File: config.mk
export PLATFORM = sky130hd
export DESIGN_NAME = alarm_interval_timer
export DESIGN_NICKNAME = d
export VERILOG_FILES = /design/src/rtl/alarm_interval_timer_pkg.sv /design/src/rtl/tick_prescaler.sv /design/src/rtl/alarm_interval_timer.sv
export SDC_FILE = /design/constraint.sdc
export NUM_CORES = 1
export LEC_CHECK = 0
export BUFFER_PORTS_ARGS = -buffer_cell sky130_fd_sc_hd__buf_2
export CORE_ASPECT_RATIO = 1.75
export CORE_MARGIN = 5
export CORE_UTILIZATION = 60
export DETAILED_ROUTE_END_ITERATION = 8
export GPL_ROUTABILITY_DRIVEN = 1
export PLACE_DENSITY = 0.8
export SETUP_SLACK_MARGIN = 0.05
export SYNTH_ARGS = -nofsm -noshare
export SYNTH_HDL_FRONTEND = slang
export SYNTH_SLANG_ARGS = --single-unit
File: constraint.sdc
create_clock -name clock -period 3.33 [get_ports clock]
set_input_delay 0.4995 -clock clock [delete_from_list [all_inputs] [get_ports clock]]
set_output_delay 0.4995 -clock clock [all_outputs]
set_load 0.02 [all_outputs]
File: src/rtl/alarm_interval_timer_pkg.sv
// rtl/alarm_interval_timer_pkg.sv - shared interval codes and FSM state encoding for the alarm interval timer
package alarm_interval_timer_pkg;

  // Parameter-block select codes driven on the interval port
  typedef enum logic [1:0] {
    T_ARM_DELAY       = 2'b00,
    T_DRIVER_DELAY    = 2'b01,
    T_PASSENGER_DELAY = 2'b10,
    T_ALARM_ON        = 2'b11
  } interval_t;

  // Countdown FSM states
  typedef enum logic [1:0] {
    IDLE   = 2'b00,
    LOAD   = 2'b01,
    COUNT  = 2'b10,
    EXPIRE = 2'b11
  } state_t;

endpackage

File: src/rtl/tick_prescaler.sv
// rtl/tick_prescaler.sv - divides the clock down to a one-cycle tick every TICKS_PER_SEC enabled cycles
module tick_prescaler #(
  parameter int TICKS_PER_SEC = 50_000_000
) (
  input  logic clock,
  input  logic reset,
  input  logic clear,
  input  logic enable,
  output logic tick
);

  localparam int W = (TICKS_PER_SEC > 1) ? $clog2(TICKS_PER_SEC) : 1;
  localparam logic [W-1:0] LAST = W'(TICKS_PER_SEC - 1);

  logic [W-1:0] count_q;

  // The tick lands on the cycle whose edge sees the counter at its last value
  assign tick = enable && (count_q == LAST);

  // Count enabled cycles 0..TICKS_PER_SEC-1 and wrap; clear has priority over counting
  always_ff @(posedge clock or posedge reset) begin
    if (reset) begin
      count_q <= '0;
    end else if (clear) begin
      count_q <= '0;
    end else if (enable) begin
      count_q <= tick ? '0 : count_q + 1'b1;
    end
  end

endmodule

File: src/rtl/alarm_interval_timer.sv
// rtl/alarm_interval_timer.sv - countdown of a parameter-block interval in seconds; optional pause via ALARM_TIMER_PAUSE_EN
module alarm_interval_timer
  import alarm_interval_timer_pkg::*;
#(
  parameter int TICKS_PER_SEC = 50_000_000
) (
  input  logic       clock,
  input  logic       reset,
  input  logic       start_timer,
  input  logic [1:0] interval_req,
  input  logic       cancel,
`ifdef ALARM_TIMER_PAUSE_EN
  input  logic       pause,
`endif
  output logic [1:0] interval,
  input  logic [3:0] value,
  output logic       busy,
  output logic [3:0] remaining,
  output logic       expired
);

  state_t     state_q, state_d;
  logic [1:0] interval_q, interval_d;
  logic [3:0] remaining_q, remaining_d;
  logic       busy_q, busy_d;
  logic       expired_q, expired_d;
  logic       tick;
  logic       advance;
  logic       prescale_clear;

`ifdef ALARM_TIMER_PAUSE_EN
  assign advance = (state_q == COUNT) && !pause;
`else
  assign advance = (state_q == COUNT);
`endif

  // Prescaler restarts from zero every time a countdown (re)loads
  assign prescale_clear = (state_q != COUNT);

  tick_prescaler #(
    .TICKS_PER_SEC(TICKS_PER_SEC)
  ) u_prescaler (
    .clock (clock),
    .reset (reset),
    .clear (prescale_clear),
    .enable(advance),
    .tick  (tick)
  );

  // Next state: normal flow first, then cancel, then restart (cancel beats restart)
  always_comb begin
    state_d     = state_q;
    interval_d  = interval_q;
    remaining_d = remaining_q;
    case (state_q)
      IDLE: begin
        if (start_timer && !cancel) begin
          interval_d = interval_req;
          state_d    = LOAD;
        end
      end
      LOAD: begin
        remaining_d = value;
        state_d     = (value == 4'd0) ? EXPIRE : COUNT;
      end
      COUNT: begin
        if (tick && remaining_q != 4'd0) begin
          remaining_d = remaining_q - 4'd1;
          if (remaining_q == 4'd1) state_d = EXPIRE;
        end
      end
      EXPIRE: state_d = IDLE;
      default: state_d = IDLE;
    endcase
    if (cancel && (state_q == LOAD || state_q == COUNT)) begin
      state_d     = IDLE;
      remaining_d = 4'd0;
    end else if (start_timer && !cancel && state_q != IDLE) begin
      interval_d = interval_req;
      state_d    = LOAD;
    end
    busy_d    = (state_d == LOAD) || (state_d == COUNT);
    expired_d = (state_d == EXPIRE);
  end

  // State and registered outputs
  always_ff @(posedge clock or posedge reset) begin
    if (reset) begin
      state_q     <= IDLE;
      interval_q  <= 2'b00;
      remaining_q <= 4'd0;
      busy_q      <= 1'b0;
      expired_q   <= 1'b0;
    end else begin
      state_q     <= state_d;
      interval_q  <= interval_d;
      remaining_q <= remaining_d;
      busy_q      <= busy_d;
      expired_q   <= expired_d;
    end
  end

  assign interval  = interval_q;
  assign remaining = remaining_q;
  assign busy      = busy_q;
  assign expired   = expired_q;

endmodule

==> metrics.log <==
[metrics] outcome: complete, no violations
[metrics] worst hold path type: in -> async
[metrics] Detail Placement HPWL: ~3400 um
[metrics] deepest clock path buffer count: 2
[metrics] Final GP Congestion: slightly above 0.8
[metrics] number of global-route vias before repair: around 1600
[metrics] H-tree level count: 2
[metrics] Static Leak: 0.948 nW
[metrics] number of nets in the final layout: approximately 260
[metrics] Worst Max-Slew Pin Slew: 0.747 ns
[metrics] power density normalized to cell area: roughly 560 nW/um^2
[metrics] Tot GR Track Use: 0.216
[metrics] Worst Path Class, Setup: reg -> reg
[metrics] data arrival time of the worst path: around 2.5 ns
[metrics] sort of element at the start of the critical path: flop
[metrics] router iterations before antenna repair: 6
[metrics] Port Buffer Count: 17
[metrics] routed via count divided by cell count: between 6 and 7
[metrics] First DRT Iteration DRCs: between 50 and 60
[metrics] TritonCTS clock tree: yes
[metrics] Max Cap Violations: 0
[metrics] maximum number of pins on one net before global-route repair: 26
[metrics] count of flip-flops with a built-in enable after synthesis: 0
[metrics] filler cell count in the final layout: ~290
[metrics] WP data required: approximately 3.5 ns
[metrics] multiplexer fraction of the synthesized cell area: 0.0250
[metrics] worst slew margin relative to its limit: 0.501
[metrics] Most used DFF post-synth: sky130_fd_sc_hd__dfrtp_1
[metrics] number of pins exceeding their max-slew limit in the final report: 0
[metrics] Std-Cell Rows: 28
[metrics] capturing element type of the critical path: flop
[metrics] num ports: 18
[metrics] initial core utilization: 0.619
[metrics] Root Driver: sky130_fd_sc_hd__clkbuf_8
[metrics] top cell type's share of synthesized area: 0.428
[metrics] fraction of the yosys area taken by sequential cells: 0.428
[metrics] buffers inserted by post-CTS timing repair: 0
[metrics] Remaining Overflow, GRT: 0
[metrics] Setup Viol. Count Final: 0
[metrics] routed wire length: approximately 4700 um
[metrics] setup tns final: 0 ns
[metrics] cell area after synthesis: roughly 2100 um^2
[metrics] worst reg2reg endpoint: busy
[metrics] number of standard cells after synthesis: roughly 220
[metrics] unique cell type count in the Yosys netlist: 48
[metrics] number of warnings issued by yosys: 0
[metrics] clock-pin slew reported for the worst setup and hold paths after clock tree synthesis: around 0.07 ns
[metrics] count of cells along the worst register-to-register path: 7
[metrics] final worst clock skew: 0.00565 ns
[metrics] number of buffers added by the clock tree synthesis step: 5
[metrics] post-route fraction of the period consumed by the critical path: 0.698
[metrics] horizontal die dimension: 54.8 um
[metrics] area overhead of the layout relative to synthesis: 9.52%
[metrics] DRT antenna net count: 0
[metrics] Clock Latency Late Sink: ~0.29 ns
[metrics] setup repair after global routing missed its margin: no
[metrics] worst flop-to-flop path startpoint: state_q[0]
[metrics] xor and xnor area share after synthesis: 0.0500
[metrics] worst IR drop on VDD: roughly 0.33 mV
[metrics] count of hold buffers inserted by post-cts repair: 0
[metrics] diode insertion count for antenna repair: 0
[metrics] cell type contributing the most total cell area after synthesis: sky130_fd_sc_hd__dfrtp_1
[metrics] combinational family with the most area after synthesis: simple AND/OR/NAND/NOR gates
[metrics] die height: 88.3 um
[metrics] # resized after CTS: 0
[metrics] share of layout cells above drive strength 1: 0.162
[metrics] complex-gate fraction of the synthesized area: 0.127
[metrics] post-synth net total: about 240
[metrics] Highest Clock Rate: roughly 430 MHz
[metrics] number of antenna violations at the first check in global routing: 0
[metrics] minimum setup slack among reg-to-reg paths: around 1 ns
[metrics] worst setup path start: state_q[0]
[metrics] detailed-route DRC error count: 0
[metrics] fraction of the mapped netlist area in simple logic gates: 0.275
[metrics] synthesis-stage register bit count: 36
[metrics] clock sink count: 36
[metrics] total via count in the routed design: 1732
[metrics] arithmetic-cell share of the synthesized area counting full adders, half adders and majority gates: 0.0476
[metrics] CP Max Fanout: 7
[metrics] Period minus WS final: roughly 2.3 ns
[metrics] area inside the core boundary: 3400 um^2
[metrics] post-synthesis average cell area: roughly 9.5 um^2
[metrics] wire length of the first global-routing pass: 7480 um
[metrics] average detailed-routed wire length per instance: between 15 and 20 um
[metrics] cell types occupying the most area after synthesis: sky130_fd_sc_hd__dfrtp_1, sky130_fd_sc_hd__ha_1, sky130_fd_sc_hd__a21oi_1, sky130_fd_sc_hd__nand3_1, sky130_fd_sc_hd__xor2_1
[metrics] area of the die: 4840 um^2
[metrics] Async S/R FF share, synth: 1.00
[metrics] endpoints failing hold: 0
[metrics] overall power of the completed layout: between 1 and 1.5 mW
==> state kept, by name, indices dropped and copies added (netlist names) <==
name / flops
busy: 1
state_q: 2
u_prescaler.count_q: 26
remaining: 4
expired: 1
interval: 2
==> cell type report <==
cell class | instances | area [um^2] | share of cell area
multi-input combinational | 165 | 1100 | 0.479
sequential | 36 | 901 | 0.391
timing repair buffer | 20 | 108 | 0.0467
clock buffer | 8 | 90.1 | 0.0391
tap | 45 | 56.3 | 0.0244
inverter | 12 | 45.0 | 0.0196
==> placed cells by master, fill, tap and decap left out, drive strengths merged, types with 9 or more instances in the layout <==
master / count
o21ai: 11
buf: 20
and4: 9
nand2: 13
a21oi: 19
nor2: 15
nand3: 14
dfrtp: 36
inv: 12
==> Yosys cell counts (4+ instances only) <==
cell and instances:
sky130_fd_sc_hd__dfrtp_1 36, sky130_fd_sc_hd__a21oi_1 19, sky130_fd_sc_hd__nor2_1 15, sky130_fd_sc_hd__nand3_1 13
sky130_fd_sc_hd__inv_1 12, sky130_fd_sc_hd__nand2_1 12, sky130_fd_sc_hd__o21ai_0 10, sky130_fd_sc_hd__ha_1 8
sky130_fd_sc_hd__or3_1 8, sky130_fd_sc_hd__xor2_1 7, sky130_fd_sc_hd__or4_1 6, sky130_fd_sc_hd__and4_1 5
sky130_fd_sc_hd__nand4_1 5, sky130_fd_sc_hd__xnor2_1 5, sky130_fd_sc_hd__and3_1 4, sky130_fd_sc_hd__and4_2 4
sky130_fd_sc_hd__o31ai_1 4
==> stage by stage <==
step / area [um^2] / util / hold WS [ns] / worst slack (ns) / cells
6_report: 2300 / 0.678 / 0.330 / 1.00 / 286
5_1_grt: 2300 / 0.678 / 0.397 / 0.874 / 286
4_1_cts: 2300 / 0.678 / 0.348 / 1.01 / 286
3_5_place_dp: 2210 / 0.651 / 0.494 / 1.03 / 278
3_3_place_gp: 2210 / 0.651 / 0.488 / 1.09 / 278
2_1_floorplan: 2100 / - / 0.484 / 1.15 / 221
==> worst max-delay path: stages (launching register included) <==
cell and delay [ns]:
sky130_fd_sc_hd__dfrtp_1 0.42, sky130_fd_sc_hd__inv_1 0.11, sky130_fd_sc_hd__ha_1 0.17, sky130_fd_sc_hd__and4b_1 0.19
sky130_fd_sc_hd__nand4_1 0.24, sky130_fd_sc_hd__or4_1 0.59, sky130_fd_sc_hd__a21oi_1 0.22, sky130_fd_sc_hd__ha_1 0.26
==> worst max path at each step <==
stage          slack, ns  endpoint  cells past startpoint
2_1_floorplan       1.15      busy                      7
3_3_place_gp        1.09      busy                      7
3_5_place_dp        1.03      busy                      7
4_1_cts             1.01      busy                      7
5_1_grt             0.87      busy                      7
6_report            1.00      busy                      7
==> routing by layer <==
layer  global-route usage  vias up  wire [um]
li1                     -      847          -
met1                0.232      826       1900
met2                0.364       41       2430
met3               0.0489       18        146
met4                0.134        0        227
met5                    0        -          0
==> power breakdown <==
group	switching (mW)	leakage (nW)	internal, mW
logic	0.276	0.413	0.166
clock network	0.147	0.0455	0.169
registers	0.0498	0.490	0.487
==> logic make-up after synthesis <==
group           count (synthesis)
simple gates                   96
flops                          36
buf+inv                        20
compound gates                 44
mux                             5
xor+xnor                       12
fa+ha+maj                       8
No activity file was read; power rests on OpenSTA's default activity.
